File: config.mk
export PLATFORM = sky130hd
export DESIGN_NAME = onecount_arbiter
export DESIGN_NICKNAME = d
export VERILOG_FILES = /design/src/rtl/onecount_arbiter.sv
export SDC_FILE = /design/constraint.sdc
export NUM_CORES = 1
export LEC_CHECK = 0
export ABC_AREA = 0
export BUFFER_PORTS_ARGS = -buffer_cell sky130_fd_sc_hd__buf_2
export CAP_MARGIN = 0
export CORE_MARGIN = 2
export CORE_UTILIZATION = 50
export CTS_CLUSTER_DIAMETER = 200
export DETAILED_ROUTE_END_ITERATION = 7
export GPL_TIMING_DRIVEN = 1
export PLACE_DENSITY = 0.74
export SYNTH_ARGS = -nofsm -noshare
export SYNTH_HDL_FRONTEND = slang
export SYNTH_SLANG_ARGS = --single-unit
File: constraint.sdc
create_clock -name clk -period 2.5 [get_ports clk]
set_input_delay 0.375 -clock clk [delete_from_list [all_inputs] [get_ports clk]]
set_output_delay 0.375 -clock clk [all_outputs]
set_load 0.02 [all_outputs]
File: src/rtl/onecount_arbiter.sv
// Round-robin scheduler sharing one serial ones-counting engine among NREQ
// bit-stream requesters; reports per-frame ones total, hit flag and abort.
module onecount_arbiter #(
  parameter int NREQ = 4,
  parameter int MOD  = 4,
  parameter int CW   = 8
) (
  input  logic                    clk,
  input  logic                    reset,
  input  logic [NREQ-1:0]         req,
  input  logic [NREQ-1:0]         bit_in,
  input  logic [NREQ-1:0]         bit_vld,
  input  logic [NREQ-1:0]         bit_last,
  output logic [NREQ-1:0]         bit_rdy,
  output logic [NREQ-1:0]         gnt,
  output logic                    busy,
  output logic                    done,
  output logic [$clog2(NREQ)-1:0] done_id,
  output logic [CW-1:0]           done_ones,
  output logic                    done_hit,
  output logic                    done_abort
);

  localparam int IDW = $clog2(NREQ);
  localparam int MW  = $clog2(MOD);

  typedef enum logic [1:0] {S_IDLE, S_STREAM, S_REPORT} state_t;

  state_t          r_state;
  logic [NREQ-1:0] r_gnt;
  logic [NREQ-1:0] r_bit_rdy;
  logic            r_busy;
  logic            r_done;
  logic [IDW-1:0]  r_done_id;
  logic [CW-1:0]   r_done_ones;
  logic            r_done_hit;
  logic            r_done_abort;
  logic [IDW-1:0]  r_id;
  logic [IDW-1:0]  r_last_id;
  logic [CW-1:0]   r_ones;
  logic [MW-1:0]   r_mod;

  logic [IDW-1:0]  w_cand [NREQ];
  logic [NREQ-1:0] w_sel;
  logic [NREQ-1:0] w_take;
  logic [IDW-1:0]  w_win_id;
  logic            w_any;
  logic            w_acc;
  logic            w_bit;
  logic            w_last;
  logic            w_req;
  logic [CW-1:0]   w_ones_inc;
  logic [MW-1:0]   w_mod_inc;
  logic            w_hit_acc;

  // Candidate gi is the (gi+1)-th requester after the last one served.
  genvar gi;
  generate
    for (gi = 0; gi < NREQ; gi++) begin : g_scan
      assign w_cand[gi] = IDW'((int'(r_last_id) + gi + 1) % NREQ);
      assign w_sel[gi]  = req[w_cand[gi]];
      if (gi == 0) begin : g_first
        assign w_take[gi] = w_sel[gi];
      end else begin : g_rest
        assign w_take[gi] = w_sel[gi] & ~(|w_sel[gi-1:0]);
      end
    end
  endgenerate

  always_comb begin
    w_win_id = '0;
    for (int k = 0; k < NREQ; k++) begin
      if (w_take[k]) w_win_id = w_win_id | w_cand[k];
    end
  end

  assign w_any  = |req;
  assign w_acc  = bit_vld[r_id] & r_bit_rdy[r_id];
  assign w_bit  = bit_in[r_id];
  assign w_last = bit_last[r_id];
  assign w_req  = req[r_id];

  // Ones total saturates; the modulo counter keeps counting exactly.
  always_comb begin
    w_ones_inc = r_ones;
    w_mod_inc  = r_mod;
    if (w_bit) begin
      if (r_ones != '1) w_ones_inc = r_ones + 1'b1;
      w_mod_inc = (r_mod == MW'(MOD - 1)) ? '0 : r_mod + 1'b1;
    end
  end

  assign w_hit_acc = (w_mod_inc == '0) && (w_ones_inc != '0);

  always_ff @(posedge clk) begin
    if (reset) begin
      r_state      <= S_IDLE;
      r_gnt        <= '0;
      r_bit_rdy    <= '0;
      r_busy       <= 1'b0;
      r_done       <= 1'b0;
      r_done_id    <= '0;
      r_done_ones  <= '0;
      r_done_hit   <= 1'b0;
      r_done_abort <= 1'b0;
      r_id         <= '0;
      r_last_id    <= IDW'(NREQ - 1);
      r_ones       <= '0;
      r_mod        <= '0;
    end else begin
      case (r_state)
        S_IDLE: begin
          r_done <= 1'b0;
          if (w_any) begin
            r_id      <= w_win_id;
            r_gnt     <= NREQ'(1) << w_win_id;
            r_bit_rdy <= NREQ'(1) << w_win_id;
            r_ones    <= '0;
            r_mod     <= '0;
            r_busy    <= 1'b1;
            r_state   <= S_STREAM;
          end
        end
        S_STREAM: begin
          if (w_acc) begin
            r_ones <= w_ones_inc;
            r_mod  <= w_mod_inc;
            if (w_last) begin
              r_gnt        <= '0;
              r_bit_rdy    <= '0;
              r_done       <= 1'b1;
              r_done_id    <= r_id;
              r_done_ones  <= w_ones_inc;
              r_done_hit   <= w_hit_acc;
              r_done_abort <= 1'b0;
              r_state      <= S_REPORT;
            end
          end else if (!w_req) begin
            r_gnt        <= '0;
            r_bit_rdy    <= '0;
            r_done       <= 1'b1;
            r_done_id    <= r_id;
            r_done_ones  <= r_ones;
            r_done_hit   <= 1'b0;
            r_done_abort <= 1'b1;
            r_state      <= S_REPORT;
          end
        end
        S_REPORT: begin
          r_done    <= 1'b0;
          r_busy    <= 1'b0;
          r_last_id <= r_id;
          r_state   <= S_IDLE;
        end
        default: r_state <= S_IDLE;
      endcase
    end
  end

  assign gnt        = r_gnt;
  assign bit_rdy    = r_bit_rdy;
  assign busy       = r_busy;
  assign done       = r_done;
  assign done_id    = r_done_id;
  assign done_ones  = r_done_ones;
  assign done_hit   = r_done_hit;
  assign done_abort = r_done_abort;

endmodule

==> flow_summary.toml <==
[grt]
grt_pass1_vias = 1532
gr-total-overflow = 0
grt_max_degree = 35
antenna_found_initial = 0
grt_pass1_wl_um = 7162
grtUsageTotal = 0.2151

[synth]
synth_area_leader_cell = "dfxtp_1"
seq_area_frac_synth = 0.3598
synth.distinct_cells = 48
yosys-top-cells-count = "39 x nor2_1, 34 x dfxtp_1, 19 x nand2_1"
synth_edf_count = 0
syn_inst = 226
synth.area.top_cells = "dfxtp_1 36%, nor2_1 7.7%, mux2i_1 4.2%"
netlist_area_um2 = 1892
yosysMostFrequentCell = "nor2_1"
async_reset_ff_frac = 0
syn_avg_cell_area_um2 = 8.371
ys_ff_latch = 34
ys_warn_count = 0
synth.net_count = 246
ys.flop_type = "dfxtp_1"
synth_top_area_share = 0.3598

[routing]
wl_per_cell_um = 13.64
drc = 0
drt_iter0_markers = 99
vias_per_cell = 5.592
wl_um = 4175
antenna_left = 0
dr_total_vias = 1711
drtPass1Iterations = 4

[setup_path]
cp.arrival_ns = 2.39
worst_path_largest_cell_delay_ns = 0.61
crit_fanout = 7
end_kind = "register"
critPathLaunchType = "register"
worstPathCellList = "mux4_2 -> mux2i_1 -> nand2_1 -> a2111oi_2 -> nor3_1"
crit_slowest_cell = "mux4_2"
worstPathRequired_ns = 2.64
path_class = "register to register"

[cts]
cts_tree = "yes"
cts_setup_buffers = 0
clk_pin_slew_ns = 0.07
htreeDepth = 2
worst_skew_pair.late_latency_ns = 0.28
root_buffer = "clkbuf_8"
cts_resized = 0
cts_sinks = 34
cts_buffers = 5
cts_hold_buf = 0
clk_path_buf_depth = 2

[power_and_ir_drop]
power.total_w = 0.001359
power_density_nw_per_um2 = 629.0
peakVddDrop_mv = 0.4680
p_leak_nw = 0.9088

[timing]
hold_slack_ns = 0.4495
min_period_ns = 2.254
worstMarginPinSlew_ns = 0.6204
maxSlewViolCount = 0
fin_ws_ns = 0.2456
setup_tns_ns = 0
skew_ns = 0.005767
finalCritPeriodShare = 0.9018
slew_headroom = 0.5864
finalSetupViolCount = 0
finalHoldViolations = 0
fmax_mhz = 443.6
rsz0062_at_grt = "false"

[floorplan]
std_cell_rows = 22
dieWidth_um = 65.51
core_um2 = 3661
start_util = 0.5167
die_y_um = 65.51
design.die.area_um2 = 4292
io_pins = 40

[layout]
n_antenna_cell = 0
areaGrowthSynthToFinish_pct = 14.22
utilization = 0.5902
drive_above_1_share = 0.2403
fillers = 333
fin_nets = 277

[flow_run]
cap_violations = 0

[placement]
dp_hpwl_um = 3018
dp_worst_setup_slack_ns = 0.2374
portBuffers = 39
gp_congestion = 0.9068

[status]
outcome = "finished, final reports clean"

[min_path]
worstHoldPathType = "register to register"
[layout make-up]
type | count | area (µm²) | area share
multi-input combinational | 167 | 1077 | 0.4986
timing repair buffer | 44 | 232.7 | 0.1077
inverter | 5 | 18.77 | 0.008686
sequential | 34 | 680.7 | 0.3150
tap | 48 | 60.06 | 0.02779
clock inverter | 1 | 5.005 | 0.002316
clock buffer | 7 | 86.33 | 0.03995
[flip-flops by register name, summed over array words and instances (netlist names), 2 cells and up]
register   cells
done_ones      8
r_ones         8
bit_rdy        4
done_id        2
r_id           2
r_last_id      2
r_mod          2
r_state        2
[path summary, 6_finish.rpt]
| path | from | endpoint | slack [ns] | cells past startpoint |
|---|---|---|---|---|
| worst min register to register | done_id[0] | done_id[0] | 0.45 | 2 |
| worst min-delay path | done_id[0] | done_id[0] | 0.45 | 2 |
| worst max register to register | r_id[1] | done_hit | 0.25 | 5 |
| worst max-delay path | r_id[1] | done_hit | 0.25 | 5 |
[where the power goes]
| group | total (W) | internal, W | switching (W) |
|---|---|---|---|
| registers | 0.000613 | 0.000583 | 0.0000296 |
| logic | 0.000335 | 0.000130 | 0.000205 |
| clock network | 0.000412 | 0.000222 | 0.000190 |
| total | 0.00136 | 0.000935 | 0.000424 |
[layout by cell type, fill, tap and decap left out, types with 5 or more instances in the layout]
| cell | count |
|---|---|
| mux2i_1 | 8 |
| clkbuf_8 | 6 |
| nor2_1 | 39 |
| inv_1 | 5 |
| nand2_1 | 19 |
| nand2b_1 | 5 |
| dfxtp_1 | 34 |
| a22oi_1 | 6 |
| nor3_1 | 9 |
| o21ai_0 | 6 |
| a21oi_1 | 11 |
| buf_2 | 39 |
| buf_4 | 5 |
| a211oi_1 | 10 |
[logic make-up (layout without fill, tap and decap cells)]
group | Yosys count | after routing | synth area share
adders and majority gates | 2 | 2 | 0.01323
DFF | 34 | 34 | 0.3598
AOI/OAI and AO/OA | 53 | 53 | 0.2024
xor gates and xnor gates | 4 | 4 | 0.01852
buffers and inverters | 25 | 57 | 0.07077
muxes | 13 | 13 | 0.09987
and+or+nand+nor | 95 | 95 | 0.2355
[stage by stage]
step / cell area, µm² / std cells
4_1_cts: 2161 / 306
2_1_floorplan: 1892 / 226
6_report: 2161 / 306
3_3_place_gp: 2069 / 298
3_5_place_dp: 2069 / 298
5_1_grt: 2161 / 306
[metal layers]
metal | part of all wire | GRT usage
met1 | 0.52 | 0.3207
met2 | 0.43 | 0.3112
met3 | 0.047 | 0.04110
met4 | 0.012 | 0.07031
met5 | 0 | 0
[worst max-delay path, delay by kind of cell, from the launching register on]
family / cells / cell delay (ns)
multiplexers: 2 / 0.91
flip-flops: 1 / 0.50
AO/OA/AOI/OAI: 1 / 0.40
AND/OR/NAND/NOR: 2 / 0.31
Note: power is estimated with default switching activity, not from simulation.
